<file path="src/rtl/hazard_ctrl_unit_if.sv">
// hazard_ctrl_unit_if
// Bundles the ID/EX/MEM hazard inputs and the pipeline control outputs of the
// hazard/stall controller.
//   master : pipeline side, which drives the decode/EX/MEM fields and reads the controls
//   slave  : hazard_ctrl_unit, which reads the fields and drives the controls
// Parameters: REG_AW register address width, CNT_W performance counter width.
interface hazard_ctrl_unit_if #(
  parameter int REG_AW = 5,
  parameter int CNT_W  = 16
);
  logic [REG_AW-1:0] id_rs;
  logic [REG_AW-1:0] id_rt;
  logic              id_uses_rt;
  logic              id_beq;
  logic              id_bne;
  logic              id_jump;
  logic              id_equal;
  logic              ex_mem_read;
  logic              ex_reg_write;
  logic [REG_AW-1:0] ex_rd;
  logic              mem_mem_read;
  logic [REG_AW-1:0] mem_rd;
  logic              ex_md_start;

  logic              pc_write;
  logic              ifid_write;
  logic              idex_write;
  logic              idex_bubble;
  logic              if_flush;
  logic              md_busy;
  logic [CNT_W-1:0]  stall_cnt;
  logic [CNT_W-1:0]  flush_cnt;

  modport master (
    output id_rs, id_rt, id_uses_rt, id_beq, id_bne, id_jump, id_equal,
           ex_mem_read, ex_reg_write, ex_rd, mem_mem_read, mem_rd, ex_md_start,
    input  pc_write, ifid_write, idex_write, idex_bubble, if_flush, md_busy,
           stall_cnt, flush_cnt
  );

  modport slave (
    input  id_rs, id_rt, id_uses_rt, id_beq, id_bne, id_jump, id_equal,
           ex_mem_read, ex_reg_write, ex_rd, mem_mem_read, mem_rd, ex_md_start,
    output pc_write, ifid_write, idex_write, idex_bubble, if_flush, md_busy,
           stall_cnt, flush_cnt
  );
endinterface

</file>
<file path="src/rtl/hazard_ctrl_unit.sv">
// hazard_ctrl_unit
// Hazard/stall controller for a 5-stage MIPS pipeline, placed beside ID.
// It detects load-use, ALU-to-branch and load-to-branch hazards, freezes the
// front end while a multi-cycle MULT/DIV occupies EX, suppresses the IF flush
// while stalled, and keeps saturating stall and flush counters.
// Ports:
//   clk   clock
//   rst   synchronous active-high reset
//   hz_if slave view of hazard_ctrl_unit_if (hazard inputs, control outputs, counters)
//
// state  | meaning
// -------+------------------------------------------------------------------
// ST_RUN | normal issue; the hazard terms decide stall, bubble or flush
// ST_MD  | MULT/DIV busy in EX; front end and ID/EX are frozen
module hazard_ctrl_unit #(
  parameter int REG_AW = 5,
  parameter int MD_LAT = 4,
  parameter int CNT_W  = 16
) (
  input  logic               clk,
  input  logic               rst,
  hazard_ctrl_unit_if.slave  hz_if
);

  localparam int MD_CW = (MD_LAT > 2) ? $clog2(MD_LAT) : 1;

  typedef enum logic {
    ST_RUN = 1'b0,
    ST_MD  = 1'b1
  } state_t;

  state_t             state_q, state_d;
  logic [MD_CW-1:0]   md_cnt_q, md_cnt_d;
  logic [CNT_W-1:0]   stall_cnt_q, stall_cnt_d;
  logic [CNT_W-1:0]   flush_cnt_q, flush_cnt_d;

  logic dep_e, dep_m, br, lu, br_e, br_m, hz;
  logic frozen;
  logic pc_write, ifid_write, idex_write, idex_bubble, if_flush;

  // Register 0 is hardwired, so it never creates a dependency.
  always_comb begin
    dep_e = (hz_if.ex_rd != '0) &&
            ((hz_if.ex_rd == hz_if.id_rs) ||
             (hz_if.id_uses_rt && (hz_if.ex_rd == hz_if.id_rt)));
    dep_m = (hz_if.mem_rd != '0) &&
            ((hz_if.mem_rd == hz_if.id_rs) ||
             (hz_if.id_uses_rt && (hz_if.mem_rd == hz_if.id_rt)));
    br    = hz_if.id_beq | hz_if.id_bne;
    lu    = hz_if.ex_mem_read & dep_e;
    br_e  = br & hz_if.ex_reg_write & dep_e;
    br_m  = br & hz_if.mem_mem_read & dep_m;
    hz    = lu | br_e | br_m;
  end

  // While rst is high the outputs behave as in RUN, so a reset arriving in
  // the middle of a busy period does not hold the pipeline for that cycle.
  assign frozen = (state_q == ST_MD) && !rst;

  always_comb begin
    pc_write    = 1'b1;
    ifid_write  = 1'b1;
    idex_write  = 1'b1;
    idex_bubble = 1'b0;
    if_flush    = 1'b0;
    if (frozen) begin
      pc_write   = 1'b0;
      ifid_write = 1'b0;
      idex_write = 1'b0;
    end else if (hz) begin
      // The branch resolves only once its operands are available, so the
      // flush waits until the stall clears.
      pc_write    = 1'b0;
      ifid_write  = 1'b0;
      idex_bubble = 1'b1;
    end else begin
      if_flush = hz_if.id_jump |
                 (hz_if.id_beq & hz_if.id_equal) |
                 (hz_if.id_bne & ~hz_if.id_equal);
    end
  end

  // The busy counter loads MD_LAT-1 on the start cycle and releases EX on
  // the cycle it reads 1, giving exactly MD_LAT-1 frozen cycles.
  always_comb begin
    state_d  = state_q;
    md_cnt_d = md_cnt_q;
    unique case (state_q)
      ST_RUN: begin
        if (hz_if.ex_md_start) begin
          state_d  = ST_MD;
          md_cnt_d = MD_CW'(MD_LAT - 1);
        end
      end
      ST_MD: begin
        md_cnt_d = md_cnt_q - MD_CW'(1);
        if (md_cnt_q == MD_CW'(1)) begin
          state_d = ST_RUN;
        end
      end
      default: begin
        state_d  = ST_RUN;
        md_cnt_d = '0;
      end
    endcase
  end

  always_comb begin
    stall_cnt_d = stall_cnt_q;
    flush_cnt_d = flush_cnt_q;
    if (!pc_write && (stall_cnt_q != '1)) begin
      stall_cnt_d = stall_cnt_q + CNT_W'(1);
    end
    if (if_flush && (flush_cnt_q != '1)) begin
      flush_cnt_d = flush_cnt_q + CNT_W'(1);
    end
  end

  always_ff @(posedge clk) begin
    if (rst) begin
      state_q     <= ST_RUN;
      md_cnt_q    <= '0;
      stall_cnt_q <= '0;
      flush_cnt_q <= '0;
    end else begin
      state_q     <= state_d;
      md_cnt_q    <= md_cnt_d;
      stall_cnt_q <= stall_cnt_d;
      flush_cnt_q <= flush_cnt_d;
    end
  end

  assign hz_if.pc_write    = pc_write;
  assign hz_if.ifid_write  = ifid_write;
  assign hz_if.idex_write  = idex_write;
  assign hz_if.idex_bubble = idex_bubble;
  assign hz_if.if_flush    = if_flush;
  assign hz_if.md_busy     = frozen;
  assign hz_if.stall_cnt   = stall_cnt_q;
  assign hz_if.flush_cnt   = flush_cnt_q;

endmodule

</file>
<file path="src/flat_wrapper.sv">
// flat-port wrapper written by rule: the top's interface ports become plain ports
module hazard_ctrl_unit_flat 
#(
  parameter int REG_AW = 5,
  parameter int MD_LAT = 4,
  parameter int CNT_W  = 16
)
  (clk, rst, hz_if_id_rs, hz_if_id_rt, hz_if_id_uses_rt, hz_if_id_beq, hz_if_id_bne, hz_if_id_jump, hz_if_id_equal, hz_if_ex_mem_read, hz_if_ex_reg_write, hz_if_ex_rd, hz_if_mem_mem_read, hz_if_mem_rd, hz_if_ex_md_start, hz_if_pc_write, hz_if_ifid_write, hz_if_idex_write, hz_if_idex_bubble, hz_if_if_flush, hz_if_md_busy, hz_if_stall_cnt, hz_if_flush_cnt);
  hazard_ctrl_unit_if #(.REG_AW(REG_AW), .CNT_W(CNT_W)) hz_if_i ();
  input  logic clk;
  input  logic rst;
  input wire logic [$bits(hz_if_i.id_rs)-1:0] hz_if_id_rs;
  input wire logic [$bits(hz_if_i.id_rt)-1:0] hz_if_id_rt;
  input wire logic [$bits(hz_if_i.id_uses_rt)-1:0] hz_if_id_uses_rt;
  input wire logic [$bits(hz_if_i.id_beq)-1:0] hz_if_id_beq;
  input wire logic [$bits(hz_if_i.id_bne)-1:0] hz_if_id_bne;
  input wire logic [$bits(hz_if_i.id_jump)-1:0] hz_if_id_jump;
  input wire logic [$bits(hz_if_i.id_equal)-1:0] hz_if_id_equal;
  input wire logic [$bits(hz_if_i.ex_mem_read)-1:0] hz_if_ex_mem_read;
  input wire logic [$bits(hz_if_i.ex_reg_write)-1:0] hz_if_ex_reg_write;
  input wire logic [$bits(hz_if_i.ex_rd)-1:0] hz_if_ex_rd;
  input wire logic [$bits(hz_if_i.mem_mem_read)-1:0] hz_if_mem_mem_read;
  input wire logic [$bits(hz_if_i.mem_rd)-1:0] hz_if_mem_rd;
  input wire logic [$bits(hz_if_i.ex_md_start)-1:0] hz_if_ex_md_start;
  output wire logic [$bits(hz_if_i.pc_write)-1:0] hz_if_pc_write;
  output wire logic [$bits(hz_if_i.ifid_write)-1:0] hz_if_ifid_write;
  output wire logic [$bits(hz_if_i.idex_write)-1:0] hz_if_idex_write;
  output wire logic [$bits(hz_if_i.idex_bubble)-1:0] hz_if_idex_bubble;
  output wire logic [$bits(hz_if_i.if_flush)-1:0] hz_if_if_flush;
  output wire logic [$bits(hz_if_i.md_busy)-1:0] hz_if_md_busy;
  output wire logic [$bits(hz_if_i.stall_cnt)-1:0] hz_if_stall_cnt;
  output wire logic [$bits(hz_if_i.flush_cnt)-1:0] hz_if_flush_cnt;
  assign hz_if_i.id_rs = hz_if_id_rs;
  assign hz_if_i.id_rt = hz_if_id_rt;
  assign hz_if_i.id_uses_rt = hz_if_id_uses_rt;
  assign hz_if_i.id_beq = hz_if_id_beq;
  assign hz_if_i.id_bne = hz_if_id_bne;
  assign hz_if_i.id_jump = hz_if_id_jump;
  assign hz_if_i.id_equal = hz_if_id_equal;
  assign hz_if_i.ex_mem_read = hz_if_ex_mem_read;
  assign hz_if_i.ex_reg_write = hz_if_ex_reg_write;
  assign hz_if_i.ex_rd = hz_if_ex_rd;
  assign hz_if_i.mem_mem_read = hz_if_mem_mem_read;
  assign hz_if_i.mem_rd = hz_if_mem_rd;
  assign hz_if_i.ex_md_start = hz_if_ex_md_start;
  assign hz_if_pc_write = hz_if_i.pc_write;
  assign hz_if_ifid_write = hz_if_i.ifid_write;
  assign hz_if_idex_write = hz_if_i.idex_write;
  assign hz_if_idex_bubble = hz_if_i.idex_bubble;
  assign hz_if_if_flush = hz_if_i.if_flush;
  assign hz_if_md_busy = hz_if_i.md_busy;
  assign hz_if_stall_cnt = hz_if_i.stall_cnt;
  assign hz_if_flush_cnt = hz_if_i.flush_cnt;
  hazard_ctrl_unit #(.REG_AW(REG_AW), .MD_LAT(MD_LAT), .CNT_W(CNT_W)) u_core (.clk(clk), .rst(rst), .hz_if(hz_if_i));
endmodule
</file>
<file path="config.mk">
export PLATFORM = sky130hd
export DESIGN_NAME = hazard_ctrl_unit_flat
export DESIGN_NICKNAME = d
export VERILOG_FILES = /design/src/rtl/hazard_ctrl_unit_if.sv /design/src/rtl/hazard_ctrl_unit.sv /design/src/flat_wrapper.sv
export SDC_FILE = /design/constraint.sdc
export NUM_CORES = 1
export LEC_CHECK = 0
export CORE_ASPECT_RATIO = 1.1
export CORE_MARGIN = 2
export CORE_UTILIZATION = 45
export CTS_CLUSTER_DIAMETER = 120
export CTS_CLUSTER_SIZE = 20
export DETAILED_ROUTE_END_ITERATION = 8
export GPL_ROUTABILITY_DRIVEN = 0
export MAX_ROUTING_LAYER = met4
export PLACE_DENSITY = 0.8
export SYNTH_ARGS = -nofsm -noshare
export SYNTH_HDL_FRONTEND = slang
export SYNTH_SLANG_ARGS = --single-unit
</file>
<file path="constraint.sdc">
create_clock -name clk -period 3.2 [get_ports clk]
set_input_delay 0.64 -clock clk [delete_from_list [all_inputs] [get_ports clk]]
set_output_delay 0.64 -clock clk [all_outputs]
set_load 0.05 [all_outputs]
</file>
Word level (Yosys, flattened, before mapping)
Cells that the tools add are included.
{"block": "totals", "regBits": 35, "latch_bits": 0, "mem_bits_rw": 0, "mem_bits_ro": 0, "in_bits": 31, "output_inout_bits": 38, "elab_cells": 54, "mem_count": 0}
{"block": "classes", "n_addsub": 3, "multipliers": 0, "n_div": 0, "n_lt_le_gt_ge": 0, "n_eq_ne": 8, "n_shift": 0, "n_mux": 12, "bitwise": 14, "n_reduce_logical": 13}
{"op": "16-bit by 1-bit adder with 16-bit output, second input constant", "count": 2}
{"op": "16-bit != test, second input constant", "count": 2}
{"op": "5-bit == test", "count": 4}
{"op": "5-bit nonzero test", "count": 2}
{"op": "1-bit 2-to-1 mux", "count": 9}
{"op": "1-bit bitwise AND", "count": 7}
{"op": "1-bit logical AND", "count": 7}
{"op": "1-bit bitwise OR", "count": 5}
{"op": "2-bit one-hot mux with 2 select lines", "count": 1}
{"op": "2-bit by 1-bit == test with 1-bit output, second input constant", "count": 1}
{"op": "1-bit zero test", "count": 2}
{"op": "1-bit logical OR", "count": 2}
{"op": "2-bit 2-to-1 mux", "count": 1}
{"op": "2-bit != test, second input constant", "count": 1}
{"op": "1-bit inverter", "count": 2}
{"op": "1-bit one-hot mux with 2 select lines", "count": 1}
{"op": "2-bit by 1-bit subtractor with 2-bit output, second input constant", "count": 1}

Logic depth before layout (Yosys ltp)
Gate-level depths: netlist of the first run.
{"block": "logic_depth", "word_depth": 11, "ltp_mapped": 9, "depth_no_buf": 7}

Worst setup path after synthesis of the first run
OpenSTA, ideal clock, no wires.
{"block": "synth_path", "path_type": "input to output", "start": "in rst", "end": "out hz_if_if_flush", "arrival_time_ns": 3.373, "required_time_ns": 2.560, "path_slack_ns": -0.813, "stages": 7, "path_buffers": 3, "path_cell_list": "clkbuf_1 -> nand2b_1 -> inv_1 -> a221oi_4 -> buf_6 -> buf_2 -> nor2b_1"}
{"block": "synth_via", "elab_chain_len": 3}
{"item": "start, declared", "line": "flat_wrapper.sv:11", "source": "input logic rst;"}
{"item": "1-bit zero test", "line": "hazard_ctrl_unit.sv:58", "source": "assign frozen = (state_q == ST_MD) && !rst;"}
{"item": "1-bit logical AND", "line": "hazard_ctrl_unit.sv:58"}
{"item": "net hz_if_md_busy", "line": "flat_wrapper.sv:30", "source": "output wire logic [$bits(hz_if_i.md_busy)-1:0] hz_if_md_busy;"}
{"item": "1-bit 2-to-1 mux", "line": "hazard_ctrl_unit.sv:66", "source": "if (frozen) begin"}
{"item": "end, declared", "line": "flat_wrapper.sv:29", "source": "output wire logic [$bits(hz_if_i.if_flush)-1:0] hz_if_if_flush;"}
The timed path passes the listed nets, and every way through them passes these cells.

Final worst setup path of the first run
{"block": "layout_path", "start": "in hz_if_ex_rd[0]", "end": "out hz_if_if_flush"}
{"block": "layout_via", "elab_chain_len": 9, "word_cells_on_any_way": 12, "classes_between": "eq/ne: 2; mux: 2; bitwise: 4; reduce/logical: 4"}
{"item": "start, declared", "line": "flat_wrapper.sv:21", "source": "input wire logic [$bits(hz_if_i.ex_rd)-1:0] hz_if_ex_rd;"}
{"item": "5-bit == test", "line": "hazard_ctrl_unit.sv:45", "source": "(hz_if.id_uses_rt && (hz_if.ex_rd == hz_if.id_rt)));"}
{"item": "1-bit logical AND", "line": "hazard_ctrl_unit.sv:45"}
{"item": "1-bit logical OR", "line": "hazard_ctrl_unit.sv:44", "source": "((hz_if.ex_rd == hz_if.id_rs) ||"}
{"item": "1-bit logical AND *", "line": "hazard_ctrl_unit.sv:43", "source": "dep_e = (hz_if.ex_rd != '0) &&"}
{"item": "1-bit bitwise AND (on tied branches)", "line": "hazard_ctrl_unit.sv:50, hazard_ctrl_unit.sv:51"}
{"item": "1-bit bitwise OR * (2 in series)", "line": "hazard_ctrl_unit.sv:53", "source": "hz = lu | br_e | br_m;"}
{"item": "1-bit 2-to-1 mux *", "line": "hazard_ctrl_unit.sv:70", "source": "end else if (hz) begin"}
{"item": "1-bit 2-to-1 mux *", "line": "hazard_ctrl_unit.sv:66"}
Every way passes the cells marked *; elsewhere a longest branch is shown, timed or not.

==> flow_summary.yaml, run 1 <==
worst_setup_path:
  critical_path_required_ns: 2.56
  crit_arrival_ns: 2.26
  r2r_setup_slack_ns: 1.19
  crit_type: "in2out"
  start_kind: "primary input"
  cp_max_fo: 3
  endpoint_kind: "output pin"
sta:
  worst_pin_slew_ns: 0.536
  hold_viol: 0
  slew_headroom_pct: 64.1
  fin_tns_setup_ns: 0
  fmax_ghz: 0.345
  setup_viol: 0
  finClkSkew_ns: 0.00409
  finalCritPeriodShare_pct: 90.6
  rsz0062_at_grt: "no"
  fin_crit_ns: 2.90
  slew_violations: 0
power_and_ir_drop:
  max-vdd-ir-drop_v: 0.000289
  power_density_nw_per_um2: 344
  p_leak_uw: 0.00108
  finalPower_uw: 1030
synthesis:
  synth_warnings: 0
  syn_inst: 241
  synth-adder-area-share_pct: 1.87
  synthTopCellsByCount: "nor2_1 (37), xnor2_1 (37), dfxtp_1 (35), nand2_1 (16), nand3_1 (14)"
  synth_top_family_by_area: "simple AND/OR/NAND/NOR gates"
  synth-seq-area-share_pct: 34.9
  netlist-cell-type-count: 40
  synth_nets: 275
  synth_mux_area_share_pct: 1.56
  synth.avg_cell_area_um2: 8.33
  synth_top_cell_by_area: "dfxtp_1"
  yosys-top-cells-area: "dfxtp_1 (35%), xnor2_1 (16%), nor2_1 (6.9%)"
  ys_ff_latch: 35
  synth-async-reset-ratio_pct: 0
  synth_compound_area_share_pct: 7.67
  synth_ff_type: "dfxtp_1"
  synth_edf_count: 0
  synth-simple-area-share_pct: 31.2
  synth_xor_area_share_pct: 19.2
  synth_area_um2: 2010
  yosys.area.top_type_share_pct: 34.9
cells_and_area:
  design_area_um2: 2990
  area_growth_pct: 49.2
  diodes: 0
  multiInputGateArea_um2: 1250
  layout-drive-gt1-share_pct: 12.1
  fillers: 351
  fin_util_pct: 69.9
  fin_nets: 356
  register_area_um2: 701
die:
  io_pins: 69
  die_w_um: 67.7
  core_area_um2: 4290
  dieArea_um2: 5010
  die_h_um: 74.0
  start_util_pct: 46.8
  rows: 25
clocking:
  clock_latency_ns: 0.28
  path_clk_slew_ns: 0.07
  cts_buffers: 5
  cts-root-buf: "clkbuf_8"
  cts_tree: "yes"
  htree_levels: 2
  cts_sinks: 35
  cts_buffer_depth: 2
  post_cts_buffers: 0
  hold_buffers: 0
global_routing:
  first_global_vias: 1820
  gr-total-overflow: 0
  grtUsageTotal_pct: 21.0
  grt_pass1_wl_mm: 7.94
  grt_max_degree: 37
  antenna_found_initial: 0
min_path:
  min_path_type: "reg2reg"
detailed_routing:
  drt_iter0_drc: 76
  drcViolationCount: 0
  postRouteAntennaNets: 0
  dr.pass1.iters: 4
  drt-total-wl_mm: 5.02
  viasPerCell: 5.32
  wl_per_cell_um: 13.3
  vias: 2004
placement:
  hpwlAfterDp_mm: 3.82
  io_buffers: 68
  placed_cell_area_um2: 2900
run:
  maxCapViolCount: 0
outcome:
  status: "finished, final reports clean"
==> metrics by stage <==
stage	worst slack, ns	hold slack, ns	cells
after floorplan	0.0762	0.449	241
after global placement	0.0239	0.463	369
after detailed placement	0.00384	0.476	369
after CTS	0.0182	0.486	377
after global routing	0.173	0.535	377
final	0.300	0.481	377
==> logic make-up (layout without fill, tap and decap cells) <==
family / Yosys count / count (layout)
xor gates and xnor gates: 44 / 44
and+or+nand+nor: 119 / 119
muxes: 3 / 3
AOI/OAI and AO/OA: 22 / 22
buffers and inverters: 15 / 97
DFF: 35 / 35
adders and majority gates: 3 / 3
==> report_power, final <==
part | internal [µW] | switching, µW
Clock | 149 | 155
Sequential | 447 | 17.1
Combinational | 129 | 134
==> cell usage in the layout, fill, tap and decap left out, drive strengths merged <==
cell type,count
a211oi,2
a31oi,1
or3,3
inv,5
nand2b,1
nand2,17
a221oi,1
dlymetal6s2s,4
xnor2,37
and4,5
buf,21
nor3b,1
nand3,14
clkdlybuf4s50,58
o21ai,4
a22oi,1
and3,7
o22a,1
or4,2
nor2,38
or2,2
ha,3
nand4,9
clkbuf,5
nor3,8
o21a,2
a21oi,7
nor2b,3
xor2,7
dfxtp,35
o22ai,2
o31ai,1
clkinv,3
nor4b,4
clkinvlp,1
nor4,5
mux2i,2
mux2,1
==> worst paths after layout <==
path / start / end / cells past startpoint
max: hz_if_ex_rd[0] / hz_if_if_flush / 6
min: u_core.hz_if.flush_cnt[11]$_SDFFE_PP0P_ / u_core.hz_if.flush_cnt[11]$_SDFFE_PP0P_ / 2
max reg2reg: u_core.state_q$_SDFF_PP0_ / u_core.hz_if.stall_cnt[15]$_SDFFE_PP0P_ / 9
min reg2reg: u_core.hz_if.flush_cnt[11]$_SDFFE_PP0P_ / u_core.hz_if.flush_cnt[11]$_SDFFE_PP0P_ / 2
==> flip-flops by register name, indices dropped and copies added (netlist names) <==
| signal | count |
|---|---|
| u_core.hz_if.stall_cnt | 16 |
| u_core.state_q | 1 |
| u_core.hz_if.flush_cnt | 16 |
| u_core.md_cnt_q | 2 |
==> cell type report <==
cell class / instances / area share (%)
Clock buffer: 5 / 2.30
Inverter: 6 / 0.878
Sequential cell: 35 / 23.4
Tap cell: 54 / 2.26
Clock inverter: 3 / 0.501
Multi-Input combinational cell: 191 / 41.8
Timing Repair Buffer: 83 / 28.8
==> critical path, stage by stage <==
cell            delay (ns)
dlymetal6s2s_1        0.13
or4_4                 0.53
o22a_1                0.27
a221oi_4              0.33
nor2b_4               0.22
buf_12                0.14
==> what timing repair did <==
item / in CTS / in global routing
resized for setup: 0 / 5
pin swaps: 1 / 2
setup endpoints to repair: 1 / 3
==> routing by layer <==
metal / routed length, µm / global-route usage (%) / vias to the layer above
met1: 2070 / 24.1 / 929
met5: 0 / - / -
met4: 57 / 6.12 / 0
met3: 436 / 4.84 / 5
met2: 2450 / 36.4 / 70
li1: - / - / 1000
Power figures use the tool's default switching activity.
==> run 2, diff against run 1 <==
--- a/config.mk
+++ b/config.mk
@@ -6,7 +6,6 @@
 export NUM_CORES = 1
 export LEC_CHECK = 0
 export CORE_ASPECT_RATIO = 1.1
-export CORE_MARGIN = 2
 export CORE_UTILIZATION = 45
 export CTS_CLUSTER_DIAMETER = 120
 export CTS_CLUSTER_SIZE = 20
==> flow_summary.yaml, run 2 (synthesis gave the netlist of run 1 again) <==
detailed_routing:
  wl_per_cell_um: 13.5
  dr.pass1.iters: 4
  vias: 1994
  viasPerCell: 5.30
  postRouteAntennaNets: 0
  drt_iter0_drc: 72
  drcViolationCount: 0
  drt-total-wl_mm: 5.07
min_path:
  min_path_type: "reg2reg"
cells_and_area:
  fillers: 341
  fin_nets: 355
  diodes: 0
  layout-drive-gt1-share_pct: 11.8
  final_common_cell: "clkdlybuf4s50_1"
  final_cell_mix: "clkdlybuf4s50_1 (60), xnor2_1 (37), nor2_1 (37), dfxtp_1 (35), nand2_1 (16)"
  stdcell_count: 376
  area_growth_pct: 49.8
die:
  die_h_um: 72.0
  core_area_um2: 4290
  io_pins: 69
  rows: 25
  start_util_pct: 46.8
  die_w_um: 65.7
  dieArea_um2: 4730
run:
  maxCapViolCount: 0
power_and_ir_drop:
  max-vdd-ir-drop_v: 0.000299
  power_density_nw_per_um2: 361
  p_leak_uw: 0.00106
worst_setup_path:
  cp_slowest_stage_delay_ns: 0.49
  path_cells: "clkdlybuf4s50_1, or4_4, o22a_1, a221oi_4, nor2b_4, buf_12"
  critical_path_required_ns: 2.56
  crit_arrival_ns: 2.47
  slowest_stage: "or4_4"
  cp_max_fo: 2
  crit_type: "in2out"
  path_delay_family: "simple AND/OR/NAND/NOR gates"
  endpoint_kind: "output pin"
  crit_buf_inv: 2
  start_kind: "primary input"
placement:
  io_buffers: 68
  place_inst: 367
  hpwlAfterDp_mm: 3.64
sta:
  fmax_ghz: 0.321
  rsz0062_at_grt: "no"
  hold_ws_ns: 0.482
  fin_crit_ns: 3.11
  slew_headroom_pct: 65.9
  worst_pin_slew_ns: 0.510
  hold_viol: 0
  slew_violations: 0
  fin_tns_setup_ns: 0
  setup_viol: 0
  finClkSkew_ns: 0.00437
  finalCritPeriodShare_pct: 97.3
clocking:
  cts_buffer_depth: 2
  cts_tree: "yes"
  clock_latency_ns: 0.29
  htree_levels: 2
  hold_buffers: 0
  cts-root-buf: "clkbuf_8"
  cts_buffers: 5
  path_clk_slew_ns: 0.07
  cts_sinks: 35
global_routing:
  grt_max_degree: 37
  antenna_found_initial: 0
  grt_pass1_wl_mm: 7.96
  gr-total-overflow: 0
  grtUsageTotal_pct: 22.3
  first_global_vias: 1883
outcome:
  status: "finished, final reports clean"
## run 2: cell types whose count changed in the layout (fill, tap and decap cells not counted), sizes merged
cell,before,now
clkinvlp,1,2
clkbuf,5,7
buf,21,20
clkdlybuf4s50,58,60
dlymetal6s2s,4,2
clkinv,3,0
## run 2: path summary, 6_finish.rpt
kind | start | to | slack, ns | cells past startpoint
max reg2reg | u_core.hz_if.flush_cnt[0]$_SDFFE_PP0P_ | u_core.hz_if.flush_cnt[5]$_SDFFE_PP0P_ | 1.20 | 7
min | u_core.hz_if.flush_cnt[11]$_SDFFE_PP0P_ | u_core.hz_if.flush_cnt[11]$_SDFFE_PP0P_ | 0.48 | 2
max | hz_if_ex_rd[2] | hz_if_if_flush | 0.09 | 6
min reg2reg | u_core.hz_if.flush_cnt[11]$_SDFFE_PP0P_ | u_core.hz_if.flush_cnt[11]$_SDFFE_PP0P_ | 0.48 | 2
## run 2: tightest hold or removal path: stages, from the launching register on
cell	delay, ns
dfxtp_1	0.33
nand2_1	0.06
a21oi_1	0.05
## run 2: layer usage
metal / wire (µm) / part of all wire [%] / up-vias / global-route usage (%)
met2: 2360 / 46 / 71 / 36.4
li1: - / - / 1002 / -
met3: 418 / 8.2 / 11 / 5.97
met4: 101 / 2.0 / 0 / 10.4
met1: 2190 / 43 / 910 / 25.2
met5: 0 / 0 / - / -
## run 2: power breakdown
group	internal, µW	switching (µW)
sequential	447	17.5
combinational	128	135
clock	196	163
## run 2: repair_timing
action	in CTS	in global routing
setup buffers	0	1
resized for setup	0	4
endpoints found under the setup margin	0	3
## run 2: cell type report
type / instances / area [µm²] / area share, %
Clock inverter: 1 / 7.51 / 0.250
Timing Repair Buffer: 82 / 855 / 28.4
Multi-Input combinational cell: 191 / 1250 / 41.7
Inverter: 6 / 26.3 / 0.874
Tap cell: 54 / 67.6 / 2.25
Sequential cell: 35 / 701 / 23.3
Clock buffer: 7 / 96.3 / 3.21
## run 2: through the flow
| stage | setup WS, ns | utilization, % | area, µm² | total power (µW) |
|---|---|---|---|---|
| final | 0.0853 | 70.1 | 3010 | 1090 |
| after global routing | 0.0128 | 70.1 | 3010 | 1130 |
| after CTS | 0.00372 | 69.7 | 2990 | 1090 |
| after detailed placement | 0.000354 | 67.2 | 2880 | 733 |
| after global placement | 0.0226 | 67.2 | 2880 | 729 |
| after floorplan | 0.0762 | - | 2030 | 614 |
==> edit, RTL diff (flow settings as in run 2) <==
`CNT_W` is set to 16 in 3 places; all go to 12.
--- a/src/rtl/hazard_ctrl_unit_if.sv
+++ b/src/rtl/hazard_ctrl_unit_if.sv
@@ -6,7 +6,7 @@
 // Parameters: REG_AW register address width, CNT_W performance counter width.
 interface hazard_ctrl_unit_if #(
   parameter int REG_AW = 5,
-  parameter int CNT_W  = 16
+  parameter int CNT_W  = 12
 );
   logic [REG_AW-1:0] id_rs;
   logic [REG_AW-1:0] id_rt;
--- a/src/rtl/hazard_ctrl_unit.sv
+++ b/src/rtl/hazard_ctrl_unit.sv
@@ -15,7 +15,7 @@
 module hazard_ctrl_unit #(
   parameter int REG_AW = 5,
   parameter int MD_LAT = 4,
-  parameter int CNT_W  = 16
+  parameter int CNT_W  = 12
 ) (
   input  logic               clk,
   input  logic               rst,
--- a/src/flat_wrapper.sv
+++ b/src/flat_wrapper.sv
@@ -3,7 +3,7 @@
 #(
   parameter int REG_AW = 5,
   parameter int MD_LAT = 4,
-  parameter int CNT_W  = 16
+  parameter int CNT_W  = 12
 )
   (clk, rst, hz_if_id_rs, hz_if_id_rt, hz_if_id_uses_rt, hz_if_id_beq, hz_if_id_bne, hz_if_id_jump, hz_if_id_equal, hz_if_ex_mem_read, hz_if_ex_reg_write, hz_if_ex_rd, hz_if_mem_mem_read, hz_if_mem_rd, hz_if_ex_md_start, hz_if_pc_write, hz_if_ifid_write, hz_if_idex_write, hz_if_idex_bubble, hz_if_if_flush, hz_if_md_busy, hz_if_stall_cnt, hz_if_flush_cnt);
   hazard_ctrl_unit_if #(.REG_AW(REG_AW), .CNT_W(CNT_W)) hz_if_i ();
Interface: changed (resized hz_if_flush_cnt and hz_if_stall_cnt); port bits go from 69 to 61. The function was not compared with the original's and may differ.
==> edit against run 2 <==
Synthesized area down 15%; combinational power down 8.4%; final area down 15%; setup slack better by 0.059 ns; first-iteration DRC count up 82%; sequential share of layout area down 2.1 points; global-route usage up 2.2 points; sequential cell count down 8; total power down 27%; wire length down 13%; largest cell class unchanged.
==> edit: results (changes against run 2) <==
[status]
run_status=finished clean

[power_and_ir_drop]
ir_drop_mv=0.218  ; -27%
power.clock.fraction=0.246  ; -0.084
seq_power_mw=0.356  ; -23%
p_leak_nw=0.920  ; -13%

[setup_path]
path_max_fanout=17  ; +15
crit_family=buffers and inverters
cp.arrival_ns=3.27  ; +0.80 ns
cpMaxStageDelayCell=or4_1

[route]
drt_iter0_drc=131  ; +82%
routed_via_density=5.37  ; +1.2%
drt_wl_total_mm=4.43  ; -13%

[timing]
worst_pin_slew_ns=0.581  ; +0.0716 ns
skew_ns=0.00183  ; -0.00254 ns

[placed_design]
io_buffers=60  ; -12%

[grt]
grt_pass1_vias=1689  ; -10%
grt_pass1_wl_mm=7.22  ; -9.2%
grt_start_max_net_pins=39  ; +5.4%
grt_usage=0.245  ; +0.0218

[final_layout]
drive_above_1_share=0.133  ; +0.0146
nFillCells=312  ; -8.5%
nets=314  ; -12%

[synth]
synth.area.mux_share=0.0787  ; +0.0631
synth-compound-area-share=0.135  ; +0.0586
synth.distinct_cells=35  ; -13%
ys_seq_area_frac=0.318  ; -0.0315
synth_area_leaders=dfxtp_1 32%, xnor2_1 10%, mux2_2 6.0%
synth_common_cells=27 x dfxtp_1, 20 x nor2_1, 20 x xnor2_1
synthXorXnorAreaFrac=0.103  ; -0.0891

[clock_tree]
cts_buffers=3  ; -2
cts_htree_levels=1  ; -1
clk_pin_slew_ns=0.09  ; +0.02 ns

[edit: cell type report]
class / count / share of cell area
multi-input cells: 168 / 0.433
repair buffers: 74 / 0.303
clock buffers: 4 / 0.0177
inverters: 6 / 0.0103
flip-flops and latches: 27 / 0.212
well taps: 50 / 0.0245
[edit: final timing paths]
check             cells after the start                from  slack, ns                         to
hold reg to reg                       1  u_core.md_cnt_q[0]       0.49         u_core.md_cnt_q[0]
setup reg to reg                     10      u_core.state_q       0.87  u_core.hz_if.stall_cnt[7]
setup / recovery                     12     hz_if_mem_rd[4]       0.14  u_core.hz_if.stall_cnt[7]
hold / removal                        1  u_core.md_cnt_q[0]       0.49         u_core.md_cnt_q[0]
[edit: repair_timing]
item | CTS | global route
buffers inserted | 3 | 1
gates resized for setup | 3 | 3
pin swaps | 3 | 3
endpoints found under the setup margin | 3 | 8
[edit: metal layers]
metal | track usage | share of wire | wire length [µm]
met1 | 0.272 | 0.42 | 1850
met2 | 0.419 | 0.52 | 2310
met3 | 0.0447 | 0.039 | 174
met4 | 0.114 | 0.022 | 99
met5 | - | 0 | 0
[edit: through the flow]
stage / cells / total power, mW / instance area (µm²)
after global routing: 329 / 0.832 / 2550
after floorplan: 212 / 0.484 / 1710
after CTS: 328 / 0.798 / 2530
after global placement: 321 / 0.592 / 2460
after detailed placement: 321 / 0.596 / 2460
final: 329 / 0.793 / 2550
[edit: worst register-to-register path: cells and delay by family (launching register included)]
family	cells	cell delay [ns]
flip-flops	1	0.45
AND/OR/NAND/NOR	2	0.68
AO/OA/AOI/OAI	2	0.35
buffers and inverters	6	0.77
